==> src/rtl/dcim_pkg.sv <==
// Shared FSM encoding and saturating arithmetic for the compute-in-memory MAC.
// The adder works at a fixed wide width so that any legal accumulator width fits.
package dcim_pkg;

    typedef enum logic [1:0] {
        ST_IDLE = 2'd0,
        ST_RUN  = 2'd1,
        ST_DONE = 2'd2
    } state_e;

    localparam int SAT_W = 64;

    typedef struct packed {
        logic signed [SAT_W-1:0] sum;
        logic                    ovf;
    } sat_t;

    // Sign-extended operands in; the sum comes back clamped to an acc_w-bit signed range.
    function automatic sat_t sat_add(input logic signed [SAT_W-1:0] a,
                                     input logic signed [SAT_W-1:0] b,
                                     input int unsigned             acc_w);
        logic signed [SAT_W:0] s;
        logic signed [SAT_W:0] hi;
        logic signed [SAT_W:0] lo;
        sat_t                  r;
        s     = {a[SAT_W-1], a} + {b[SAT_W-1], b};
        hi    = (65'sd1 <<< (acc_w - 1)) - 65'sd1;
        lo    = -(65'sd1 <<< (acc_w - 1));
        r.sum = s[SAT_W-1:0];
        r.ovf = 1'b0;
        if (s > hi) begin
            r.sum = hi[SAT_W-1:0];
            r.ovf = 1'b1;
        end else if (s < lo) begin
            r.sum = lo[SAT_W-1:0];
            r.ovf = 1'b1;
        end
        return r;
    endfunction

endpackage

==> src/rtl/dcim_sram_array.sv <==
// Weight storage: masked write port, registered read port with a one-cycle
// valid, and an unregistered row tap feeding the MAC datapath.
module dcim_sram_array
    import dcim_pkg::*;
#(
    parameter int ADDR_W = 4,
    parameter int DATA_W = 8
) (
    input  logic              clk,
    input  logic              rst,
    input  logic              wr_en,
    input  logic [ADDR_W-1:0] wr_addr,
    input  logic [DATA_W-1:0] wr_data,
    input  logic [DATA_W-1:0] wr_mask,
    input  logic              rd_en,
    input  logic [ADDR_W-1:0] rd_addr,
    output logic [DATA_W-1:0] rd_data,
    output logic              rd_valid,
    input  logic [ADDR_W-1:0] mac_addr,
    output logic [DATA_W-1:0] mac_data
);

    localparam int DEPTH = 2 ** ADDR_W;

    logic [DATA_W-1:0] mem_q [DEPTH];
    logic [DATA_W-1:0] row_d;
    logic [DATA_W-1:0] rd_data_d, rd_data_q;
    logic              rd_valid_d, rd_valid_q;

    always_comb begin
        row_d      = (wr_data & wr_mask) | (mem_q[wr_addr] & ~wr_mask);
        rd_data_d  = rd_en ? mem_q[rd_addr] : rd_data_q;
        rd_valid_d = rd_en;
    end

    // Contents survive reset; only the read-side registers are cleared.
    always_ff @(posedge clk) begin
        if (wr_en) begin
            mem_q[wr_addr] <= row_d;
        end
    end

    always_ff @(posedge clk) begin
        if (rst) begin
            rd_data_q  <= '0;
            rd_valid_q <= 1'b0;
        end else begin
            rd_data_q  <= rd_data_d;
            rd_valid_q <= rd_valid_d;
        end
    end

    assign rd_data  = rd_data_q;
    assign rd_valid = rd_valid_q;
    assign mac_data = mem_q[mac_addr];

endmodule

==> src/rtl/dcim_sram_mac.sv <==
// SRAM with an attached dot-product engine: a MAC command walks mac_len rows
// from mac_base (wrapping), multiplying each by one streamed activation.
module dcim_sram_mac
    import dcim_pkg::*;
#(
    parameter int ADDR_W = 4,
    parameter int DATA_W = 8,
    parameter int ACT_W  = 8,
    parameter int ACC_W  = 24
) (
    input  logic              clk,
    input  logic              rst,
    input  logic              ce_in,
    input  logic              we_in,
    input  logic [ADDR_W-1:0] addr_in,
    input  logic [DATA_W-1:0] wd_in,
    input  logic [DATA_W-1:0] bm_in,
    output logic [DATA_W-1:0] rd_out,
    output logic              rd_valid,
    input  logic              mac_start,
    input  logic [ADDR_W-1:0] mac_base,
    input  logic [ADDR_W:0]   mac_len,
    input  logic [ACT_W-1:0]  act_in,
    input  logic              act_valid,
    output logic              act_ready,
    output logic [ACC_W-1:0]  acc_out,
    output logic              acc_valid,
    output logic              acc_ovf,
    output logic              busy
);

    state_e                          state_q, state_d;
    logic signed [ACC_W-1:0]         acc_q, acc_d;
    logic signed [ACC_W-1:0]         acc_out_q, acc_out_d;
    logic [ADDR_W-1:0]               ptr_q, ptr_d;
    logic [ADDR_W:0]                 cnt_q, cnt_d;
    logic                            ovf_q, ovf_d;
    logic                            port_en, mem_wr, mem_rd;
    logic [DATA_W-1:0]               mac_row;
    logic signed [DATA_W+ACT_W-1:0]  prod;
    logic signed [ACC_W-1:0]         acc_next;
    sat_t                            sum;

    // The memory port is only live in IDLE, and a same-cycle mac_start wins.
    assign port_en = (state_q == ST_IDLE) & ~mac_start & ~ce_in & ~rst;
    assign mem_wr  = port_en & ~we_in;
    assign mem_rd  = port_en & we_in;

    dcim_sram_array #(
        .ADDR_W (ADDR_W),
        .DATA_W (DATA_W)
    ) u_array (
        .clk      (clk),
        .rst      (rst),
        .wr_en    (mem_wr),
        .wr_addr  (addr_in),
        .wr_data  (wd_in),
        .wr_mask  (bm_in),
        .rd_en    (mem_rd),
        .rd_addr  (addr_in),
        .rd_data  (rd_out),
        .rd_valid (rd_valid),
        .mac_addr (ptr_q),
        .mac_data (mac_row)
    );

    assign prod     = $signed(act_in) * $signed(mac_row);
    assign sum      = sat_add(SAT_W'(prod), SAT_W'(acc_q), ACC_W);
    assign acc_next = ACC_W'(sum.sum);

    always_comb begin
        state_d   = state_q;
        acc_d     = acc_q;
        acc_out_d = acc_out_q;
        ptr_d     = ptr_q;
        cnt_d     = cnt_q;
        ovf_d     = ovf_q;
        case (state_q)
            ST_IDLE: begin
                if (mac_start) begin
                    acc_d = '0;
                    ptr_d = mac_base;
                    cnt_d = mac_len;
                    ovf_d = 1'b0;
                    if (mac_len == '0) begin
                        state_d   = ST_DONE;
                        acc_out_d = '0;
                    end else begin
                        state_d = ST_RUN;
                    end
                end
            end
            ST_RUN: begin
                if (act_valid) begin
                    acc_d = acc_next;
                    ovf_d = ovf_q | sum.ovf;
                    ptr_d = ptr_q + 1'b1;
                    cnt_d = cnt_q - 1'b1;
                    if (cnt_q == (ADDR_W+1)'(1)) begin
                        state_d   = ST_DONE;
                        acc_out_d = acc_next;
                    end
                end
            end
            ST_DONE: state_d = ST_IDLE;
            default: state_d = ST_IDLE;
        endcase
    end

    always_ff @(posedge clk) begin
        if (rst) begin
            state_q   <= ST_IDLE;
            acc_q     <= '0;
            acc_out_q <= '0;
            ptr_q     <= '0;
            cnt_q     <= '0;
            ovf_q     <= 1'b0;
        end else begin
            state_q   <= state_d;
            acc_q     <= acc_d;
            acc_out_q <= acc_out_d;
            ptr_q     <= ptr_d;
            cnt_q     <= cnt_d;
            ovf_q     <= ovf_d;
        end
    end

    assign busy      = (state_q != ST_IDLE);
    assign act_ready = (state_q == ST_RUN);
    assign acc_valid = (state_q == ST_DONE);
    assign acc_out   = acc_out_q;
    assign acc_ovf   = ovf_q;

endmodule

==> config.mk <==
export PLATFORM = sky130hd
export DESIGN_NAME = dcim_sram_mac
export DESIGN_NICKNAME = d
export VERILOG_FILES = /design/src/rtl/dcim_pkg.sv /design/src/rtl/dcim_sram_array.sv /design/src/rtl/dcim_sram_mac.sv
export SDC_FILE = /design/constraint.sdc
export NUM_CORES = 1
export LEC_CHECK = 0
export ABC_AREA = 1
export BUFFER_PORTS_ARGS = -buffer_cell sky130_fd_sc_hd__buf_4
export CORE_UTILIZATION = 45
export DETAILED_ROUTE_END_ITERATION = 8
export GPL_TIMING_DRIVEN = 0
export PLACE_DENSITY = 0.65
export SYNTH_ARGS = -nofsm -noshare
export SYNTH_HDL_FRONTEND = slang
export SYNTH_SLANG_ARGS = --single-unit
==> constraint.sdc <==
create_clock -name clk -period 8.7 [get_ports clk]
set_input_delay 0.435 -clock clk [delete_from_list [all_inputs] [get_ports clk]]
set_output_delay 0.435 -clock clk [all_outputs]
set_load 0.02 [all_outputs]
Word-level counts from Yosys, hierarchy flattened. Memory sizes are Yosys's and may differ from the RTL's. A register that Yosys moved wholly into a read port is not among the register bits. Cells that the tools add are included. Widths: inputs -> output; s select.

Multiply operators: 1. Magnitude comparators: 2. Bitwise logic cells: 14. Equality and inequality tests: 7. Reduce and logical (&&, ||, !) cells: 7. Div/mod/pow operators: 0. Multiplexer cells: 28. $add $sub $neg: 3. Shift-type cells: 0.

Operator list (count): $mux 24 (6); $pmux 24 s2 (2); $mux 25 (2); $add 16x24->25 (1); $gt 25x24->1 const B (1); $lt 25x24->1 const B (1); $and 8x8->8 (2); $mul 8x8->16 (1); $mux 4 (4); $mux 5 (2); $pmux 5 s2 (1); $mux 2 (4); $not 8->8 (1); $or 8x8->8 (1); $pmux 4 s2 (1); $reduce_and 3->1 (2); $and 1x1->1 (5); $eq 5x1->1 const B (1); $logic_not 5->1 (1); $reduce_and 5->1 (1); $sub 5x1->5 const B (1); $add 4x1->4 const B (1); $mux 1 (4); $ne 2x1->1 const B (2); 9 further kinds (14).

Bits of input ports: 43. Output and inout bits: 37. Latch bits: 0. Register bits: 69. Logic and storage cells: 71. ROM bits: 0. Bits in writable memories: 128. Memories: 1.

Memories: u_array.mem_q (words 16, width 8, rd ports 2, clocked after Yosys merged registers in 1, wr ports 1, line dcim_sram_array.sv:25) `logic [DATA_W-1:0] mem_q [DEPTH];`.

Logic depth before layout (Yosys ltp). Gate-level depths: netlist (run 1).

Depth in word-level cells: 8. Mapped depth: 33. Gate-level depth less buffers: 32.

Cells and area by module. A second synthesis (run 1) with hierarchy kept.

Cell total of the unflattened synthesis: 2012. Area, all modules: 15416.0 um^2.

By module, submodules not included: dcim_sram_array (cells an instance 1058, area each 8074.0 um^2, sequential area each 4023.9 um^2, times used 1); dcim_sram_mac (cells an instance 954, area each 7342.0 um^2, sequential area each 1201.2 um^2, times used 1).

Worst setup path after synthesis (run 1). OpenSTA, ideal clock, no wires.

Path type: register -> register. Start: register (tool-made name). End: register acc_q[21]. Buffers on the path: 3. Cell stages (with the launch flop): 29. Setup time: 109 ps. Required time: 8591 ps. Clock period less this slack: 6331 ps. Setup slack: 2369 ps. Data arrival time: 6222 ps. Path through: dfxtp_1 buf_2 buf_1 o21ai_0 o221ai_1 nand3_1 a21oi_1 fa_1 fa_1 inv_1 fa_1 inv_1 fa_1 ha_1 ha_1 nand2_1 nor2_1 inv_1 nor2_2 nand3_2 nand3_1 nand2_1 nand2_2 nand3_4 buf_6 nand3_2 nand3_1 nand2_1 inv_1.

RTL lines: end signal: assignment (line dcim_sram_mac.sv:113) `acc_q <= '0;`; end signal: assignment (line dcim_sram_mac.sv:120) `acc_q <= acc_d;`; end: declaration (line dcim_sram_mac.sv:33) `logic signed [ACC_W-1:0] acc_q, acc_d;`.

==> impl_metrics.ini, run 1 <==
[cts]
clk_pin_slew_worst_paths_ns = 0.06
tritoncts = built
cts.path.max_buffers = 3
cts_setup_buffers = 0
cts_root_buf = clkbuf_16
worstSkewPairLatency_ns = 0.50
cts-htree-levels = 1
cts_resized = 0
holdBufCountCts = 0
cts_buffers = 21
clock-sinks = 201

[floorplan]
io_pins = 80
start_util = 0.459
die_area_um2 = 31000
core_um2 = 29700
fp.dieW_um = 176
rows = 63
die_h_um = 176

[timing]
finalCriticalPeriod_ns = 7.52
slew_headroom = 0.0213
finalHoldViolCount = 0
final_max_slew_viol_count = 0
fin_worst_skew_ns = 0.0167
timing.final.ws_setup_ns = 1.18
rsz0062_at_grt = no
setup_violations = 0
post-route-period-util = 0.864
clock.fmax_ghz = 0.133
setup_tns_ns = 0
finalHoldWorstSlack_ns = 0.231
worst_pin_slew_ns = 1.45

[worst_setup_path]
critPathCapture = acc_out[18]$_SDFFE_PP0P_
cp-start-kind = flop
cp.arrival_ns = 7.90
cpMaxStageDelayCell = inv_1
critical_path_class = reg -> reg
cp-end-kind = flop
cp.required_ns = 9.09
cpPeakStageDelay_ns = 0.74
crit-reg2reg-capture = acc_out[18]$_SDFFE_PP0P_
reg2reg_slack_ns = 1.18
crit_fanout = 16
r2r.worst_path.cells = 28

[drt]
via_per_inst = 5.70
top_layer = met4
num_vias = 11431
met1_length_um = 15800
wl_met3_um = 3420
drt_wl_total_um = 40400
drc = 0
wl_per_cell_um = 20.1
drt_first_pass_iters = 7
ant_nets = 0
met2_wirelength_um = 19500
drtIter0Drc = 1260

[yosys]
synth_top_cells_by_area = edfxtp_1 (28%), fa_1 (16%), dfxtp_1 (11%)
synth_area_um2 = 13600
synth_fp_nets = 1706
synth-main-ff-cell = edfxtp_1
synth-seq-cells = 201
yosysTopAreaCell = edfxtp_1
yosysWarnings = 0
synth_edf_count = 128
synth_seq_area_share = 0.389
syn_inst = 1496
synth_top_area_frac = 0.282
netlist_top_cells_count = inv_1 (197), nand2_1 (197), nor2_1 (191), edfxtp_1 (128), o21ai_0 (118)
async_reset_ff_frac = 0
synth_cell_types = 48
avgSynthCellArea_um2 = 9.12

[cells_and_area]
num_antenna_cells = 0
fin_cells = 2004
nNetsFinal = 1813
drive_gt1_frac = 0.102
fillerInstances = 2735
area_growth_syn_to_layout_pct = 12.9

[global_route]
grt_overflow = 0
grt_antenna_before_repair = 0
grt_pass1_wl_um = 63100
grt_usage = 0.265
grt_max_degree = 17
grt_pass1_vias = 11358

[place]
post-place-ws_ns = 1.31
portBuffers = 78
place_hpwl_um = 30900
place.gp.congestion = 0.952
dpl.cell_count = 1970

[run_status]
failed_checks = max-capacitance violations
status = finished, violations left

[run]
max_cap_violations = 1

[hold_path]
hold_path_class = in -> reg
## worst min path at each step
stage | endpoint | cells after the start | slack [ns] | startpoint
6_report | ptr_q[0]$_SDFFE_PP0P_ | 3 | 0.23 | mac_base[0]
5_1_grt | ptr_q[0]$_SDFFE_PP0P_ | 3 | 0.24 | mac_base[0]
4_1_cts | ptr_q[0]$_SDFFE_PP0P_ | 3 | 0.23 | mac_base[0]
3_5_place_dp | acc_ovf$_SDFFE_PP0P_ | 2 | 0.48 | acc_ovf$_SDFFE_PP0P_
3_3_place_gp | cnt_q[2]$_SDFFE_PP0P_ | 2 | 0.47 | cnt_q[2]$_SDFFE_PP0P_
2_1_floorplan | cnt_q[2]$_SDFFE_PP0P_ | 2 | 0.45 | cnt_q[2]$_SDFFE_PP0P_
## final cells by class
cell class | instances | area [um^2] | area share
multi-input cells | 1022 | 7270 | 0.472
flip-flops and latches | 201 | 5310 | 0.344
inverters | 208 | 781 | 0.0507
clock buffers | 28 | 552 | 0.0358
repair buffers | 84 | 638 | 0.0414
clock inverters | 6 | 76.3 | 0.00495
well taps | 390 | 488 | 0.0317
plain buffers | 65 | 295 | 0.0192
## per-stage QoR
step                      instance area [um^2]  utilization
after global placement                   14700        0.495
after CTS                                15400        0.518
after floorplan                          13600            -
after global routing                     15400        0.518
after detailed placement                 14800        0.497
final                                    15400        0.518
## critical path: cells and delay by family (launching register included)
family / cells / cell delay [ns]
buffers and inverters: 8 / 2.46
DFF: 1 / 0.31
adders and majority gates: 6 / 2.75
AOI/OAI and AO/OA: 1 / 0.30
and+or+nand+nor: 13 / 1.59
## logic make-up after synthesis
| logic type | Yosys count | share of synthesized area |
|---|---|---|
| flops | 201 | 0.389 |
| fa+ha+maj | 167 | 0.213 |
| buf+inv | 273 | 0.0788 |
| compound gates | 330 | 0.145 |
| simple gates | 502 | 0.160 |
| mux | 2 | 0.00147 |
| xor+xnor | 21 | 0.0135 |
## sequential cells by signal, indices dropped and copies added (netlist names), named ones only
name,cells
cnt_q,5
acc_q,24
acc_ovf,1
acc_out,24
ptr_q,4
u_array.mem_q,128
u_array.rd_data,8
u_array.rd_valid,1
state_q,2
## layer usage
layer,vias to the layer above,global-route usage
met5,-,0
met2,557,0.457
met3,123,0.0413
met4,0,0.0946
li1,5227,-
met1,5524,0.336
## placed cells by master, fill, tap and decap left out, types with 10 or more instances in the layout
cell / netlist / layout
nor2_1: 191 / 191
xor2_1: 16 / 16
o221ai_1: 17 / 17
nand2_1: 197 / 197
nor4_1: 10 / 10
inv_1: 197 / 197
inv_2: 10 / 10
ha_1: 59 / 59
dfxtp_1: 73 / 73
nand3_1: 64 / 64
a22oi_1: 64 / 64
nand3_2: 12 / 12
clkbuf_16: 0 / 21
clkbuf_1: 43 / 50
buf_4: 3 / 86
a21oi_1: 81 / 80
o21a_1: 17 / 17
edfxtp_1: 128 / 128
o22ai_1: 15 / 15
o21ai_0: 118 / 110
fa_1: 108 / 108
Power of run 1 is left out: the tool's default activity adds up to more than one toggle a clock period on the data nets, which glitch-free logic cannot reach.
==> run 2, diff against run 1 <==
--- a/config.mk
+++ b/config.mk
@@ -13,4 +13,5 @@
 export PLACE_DENSITY = 0.65
 export SYNTH_ARGS = -nofsm -noshare
 export SYNTH_HDL_FRONTEND = slang
+export SYNTH_HIERARCHICAL = 1
 export SYNTH_SLANG_ARGS = --single-unit
==> impl_metrics.ini, run 2 <==
[timing]
finalHoldViolCount = 0
final_max_slew_viol_count = 0
slew_headroom = 0.0680
setup_violations = 0
fin_worst_skew_ns = 0.0135
worst_pin_slew_ns = 1.39
setup_tns_ns = 0
clock.fmax_ghz = 0.130
post-route-period-util = 0.885
finalHoldWorstSlack_ns = 0.227
rsz0062_at_grt = no
finalCriticalPeriod_ns = 7.70

[place]
portBuffers = 70
place_hpwl_um = 41600
place.gp.congestion = 1.02

[floorplan]
core_um2 = 33600
die_h_um = 187
die_area_um2 = 35000
fp.dieW_um = 187
io_pins = 80
start_util = 0.459
rows = 67

[cts]
cts_setup_buffers = 0
cts-htree-levels = 4
clk_pin_slew_worst_paths_ns = 0.08
tritoncts = built
cts_resized = 0
cts_root_buf = clkbuf_16
clock-sinks = 197
holdBufCountCts = 0
cts_buffers = 17
cts.path.max_buffers = 2
worstSkewPairLatency_ns = 0.46

[cells_and_area]
ff_latch_area_um2 = 5230
mostFrequentLayoutCell = nand2_1
drive_gt1_frac = 0.0855
multiInputGateArea_um2 = 8580
mostFrequentLayoutCells = nand2_1 (562), inv_1 (285), nand3_1 (213), nor2_1 (146), edfxtp_1 (128)
top_register = u_array/mem_q
num_antenna_cells = 0
area_growth_syn_to_layout_pct = 11.1
largest_reg_flops = 128
nNetsFinal = 2313
fillerInstances = 3284

[yosys]
syn_inst = 2012
synth_cell_types = 41
synth_fp_nets = 2222
synth-main-ff-cell = edfxtp_1
synth-seq-cells = 197
avgSynthCellArea_um2 = 7.66
yosysTopAreaCell = edfxtp_1
synth_compound_area_frac = 0.0971
synth_top_area_frac = 0.249
yosysMostFrequentCell = nand2_1
yosysWarnings = 6
async_reset_ff_frac = 0
synth_seq_area_share = 0.339
synth_top_family_by_area = simple AND/OR/NAND/NOR gates
synthMuxAreaShare = 0
netlist_top_cells_count = nand2_1 (562), inv_1 (285), nand3_1 (213), nor2_1 (150), edfxtp_1 (128)
synth_area_um2 = 15400
synth_simple_gate_area_share = 0.262
synth_fa_ha_area_frac = 0.188
synth-xor-area-share = 0.00909
synth_edf_count = 128
synth_top_cells_by_area = edfxtp_1 (25%), fa_1 (14%), nand2_1 (14%)

[worst_setup_path]
cp-end-kind = flop
critical_path_class = reg -> reg
cp.required_ns = 9.10
cpPeakStageDelay_ns = 0.80
crit_fanout = 16
reg2reg_slack_ns = 1.0
cp.arrival_ns = 8.10
cp-start-kind = flop
worst-path-buf-inv = 8
critPathTopFamily = adder cells
cpMaxStageDelayCell = clkbuf_1

[global_route]
grt_usage = 0.320
grt_pass1_vias = 13707
grt_pass1_wl_um = 83800
grt_max_degree = 21
grt_overflow = 0
grt_antenna_before_repair = 0

[drt]
drtIter0Drc = 1884
via_per_inst = 5.66
ant_nets = 0
drt_first_pass_iters = 6
drc = 0
drt_wl_total_um = 55200
wl_per_cell_um = 21.5
num_vias = 14509

[run]
max_cap_violations = 0

[hold_path]
hold_path_class = in -> reg

[run_status]
status = finished, final reports clean
==> run 2: cell count changes in the layout (fill, tap and decap cells not counted), sizes merged, moves of 5 or more <==
cell | before | now
a21oi | 81 | 73
xor2 | 16 | 11
nand2 | 202 | 571
o21ai | 120 | 137
nand3 | 78 | 213
o22ai | 15 | 0
buf | 106 | 121
nand4 | 3 | 16
a22oi | 64 | 0
inv | 207 | 299
o211ai | 2 | 23
nor2 | 198 | 156
nor4 | 11 | 1
o221ai | 17 | 4
==> run 2: cells by family (layout without fill, tap and decap cells) <==
logic type / Yosys count / after routing
xor gates and xnor gates: 16 / 16
and+or+nand+nor: 967 / 967
buffers and inverters: 398 / 502
DFF: 197 / 197
adders and majority gates: 167 / 167
AOI/OAI and AO/OA: 267 / 267
==> run 2: per-layer routing <==
| metal | global-route usage | part of all wire | vias to the layer above |
|---|---|---|---|
| li1 | - | - | 6619 |
| met1 | 0.442 | 0.41 | 6861 |
| met2 | 0.480 | 0.43 | 892 |
| met3 | 0.0685 | 0.11 | 137 |
| met4 | 0.146 | 0.045 | 0 |
| met5 | 0 | 0 | - |
==> run 2: layout make-up <==
class                   instances  share of cell area
multi-input cells            1417               0.501
flip-flops and latches        197               0.305
inverters                     292              0.0640
well taps                     448              0.0327
repair buffers                 72              0.0322
plain buffers                 106              0.0305
clock buffers                  17              0.0248
clock inverters                15             0.00935
==> run 2: tightest hold or removal path: cells and delay by family <==
kind / cells / cell delay (ns)
AO/OA/AOI/OAI: 1 / 0.05
buffers and inverters: 1 / 0.09
AND/OR/NAND/NOR: 1 / 0.07
==> run 2: path summary, 6_finish.rpt <==
path                         start                  endpoint  cells after the start
min reg2reg  cnt_q[4]$_SDFFE_PP0P_     cnt_q[4]$_SDFFE_PP0P_                      2
max          ptr_q[1]$_SDFFE_PP0P_  acc_out[20]$_SDFFE_PP0P_                     29
min                    mac_base[0]     ptr_q[0]$_SDFFE_PP0P_                      3
max reg2reg  ptr_q[1]$_SDFFE_PP0P_  acc_out[20]$_SDFFE_PP0P_                     29
==> run 2: metrics by stage <==
step / worst slack (ns) / std cells / utilization / area, um^2
2_1_floorplan: 2.56 / 2012 / - / 15400
3_3_place_gp: 1.11 / 2530 / 0.491 / 16500
3_5_place_dp: 1.12 / 2530 / 0.491 / 16500
4_1_cts: 1.11 / 2562 / 0.508 / 17100
5_1_grt: 0.507 / 2564 / 0.509 / 17100
6_report: 0.998 / 2564 / 0.509 / 17100
Power of run 2 is left out for the same reason.
==> run 3, diff against run 2 <==
--- a/config.mk
+++ b/config.mk
@@ -6,7 +6,7 @@
 export NUM_CORES = 1
 export LEC_CHECK = 0
 export ABC_AREA = 1
-export BUFFER_PORTS_ARGS = -buffer_cell sky130_fd_sc_hd__buf_4
+export BUFFER_PORTS_ARGS = -buffer_cell sky130_fd_sc_hd__buf_2
 export CORE_UTILIZATION = 45
 export DETAILED_ROUTE_END_ITERATION = 8
 export GPL_TIMING_DRIVEN = 0
@@ -15,3 +15,4 @@
 export SYNTH_HDL_FRONTEND = slang
 export SYNTH_HIERARCHICAL = 1
 export SYNTH_SLANG_ARGS = --single-unit
+export TNS_END_PERCENT = 5
==> impl_metrics.ini, run 3 (same netlist as run 2, synthesis figures left out) <==
[worst_setup_path]
cp-end-kind = flop
path_common_cell = nand2_1
critical_path_class = reg -> reg
crit_fanout = 16
cpMaxStageDelayCell = clkbuf_1
cp.arrival_ns = 8.07
cp-start-kind = flop
cpPeakStageDelay_ns = 0.81
cp.required_ns = 9.08

[cts]
cts_setup_buffers = 0
cts_buffers = 17
tritoncts = built
cts.path.max_buffers = 2
clk_pin_slew_worst_paths_ns = 0.08
cts-htree-levels = 4
cts_root_buf = clkbuf_16
holdBufCountCts = 0
clock-sinks = 197
worstSkewPairLatency_ns = 0.45
cts_resized = 0

[run]
max_cap_violations = 0

[timing]
fin_worst_skew_ns = 0.0132
finalHoldViolCount = 0
finalCriticalPeriod_ns = 7.70
rsz0062_at_grt = no
setup_violations = 0
setup_tns_ns = 0
post-route-period-util = 0.885
clock.fmax_ghz = 0.130
final_max_slew_viol_count = 0
worst_pin_slew_ns = 1.45
slew_headroom = 0.0296

[drt]
wl_per_cell_um = 21.4
drt_wl_total_um = 54900
drt_first_pass_iters = 8
via_per_inst = 5.66
drtIter0Drc = 1790
drc = 0
ant_nets = 0
num_vias = 14515

[cells_and_area]
top_register = u_array/mem_q
nNetsFinal = 2313
drive_gt1_frac = 0.0865
num_antenna_cells = 0
final_util = 0.505
final_area_um2 = 17000
mostFrequentLayoutCells = nand2_1 (562), inv_1 (285), nand3_1 (213), nor2_1 (145), edfxtp_1 (128)
area_growth_syn_to_layout_pct = 10.2
largest_reg_flops = 128
mostFrequentLayoutCell = nand2_1

[global_route]
grt_overflow = 0
grt_usage = 0.316
grt_pass1_wl_um = 82400
grt_antenna_before_repair = 0
grt_max_degree = 21
grt_pass1_vias = 13497

[floorplan]
fp.dieW_um = 187
start_util = 0.459
rows = 67
die_area_um2 = 35000
core_um2 = 33600
io_pins = 80
die_h_um = 187

[hold_path]
hold_path_class = in -> reg

[place]
place_hpwl_um = 41000
placed_area_um2 = 16400
place.gp.congestion = 1.03
portBuffers = 70

[run_status]
status = finished, final reports clean
-- run 3: routing by layer --
layer | wire [um] | vias to the layer above | track usage
li1 | - | 6635 | -
met1 | 23100 | 6909 | 0.440
met2 | 24000 | 840 | 0.483
met3 | 5550 | 131 | 0.0617
met4 | 2260 | 0 | 0.126
met5 | 0 | - | 0
-- run 3: worst max-delay path: cells and delay by family (launching register included) --
family          cells  cell delay, ns
compound gates      6            1.24
fa+ha+maj           6            2.64
flops               1            0.48
simple gates        9            1.03
buf+inv             7            2.21
-- run 3: per-stage QoR --
stage	setup slack [ns]	hold slack, ns	instances
3_5_place_dp	1.12	0.476	2532
6_report	1.00	0.234	2564
3_3_place_gp	1.19	0.472	2530
2_1_floorplan	2.56	0.445	2012
4_1_cts	1.07	0.228	2564
5_1_grt	0.495	0.253	2564
-- run 3: layout make-up --
cell class	count	area, um^2
plain buffers	106	523
clock inverters	15	201
repair buffers	72	373
flip-flops and latches	197	5230
well taps	448	561
clock buffers	17	425
fillers	3284	16600
multi-input cells	1417	8580
inverters	292	1100
-- run 3: final timing paths --
check                                      startpoint                    end  slack, ns  cells past startpoint
worst max-delay path            ptr_q[1]$_SDFFE_PP0P_  acc_q[2]$_SDFFE_PP0P_       1.00                     28
worst min-delay path                      mac_base[0]  ptr_q[0]$_SDFFE_PP0P_       0.23                      3
worst max register to register  ptr_q[1]$_SDFFE_PP0P_  acc_q[2]$_SDFFE_PP0P_       1.00                     28
worst min register to register   acc_ovf$_SDFFE_PP0P_   acc_ovf$_SDFFE_PP0P_       0.50                      2
Power of run 3 is left out for the same reason.
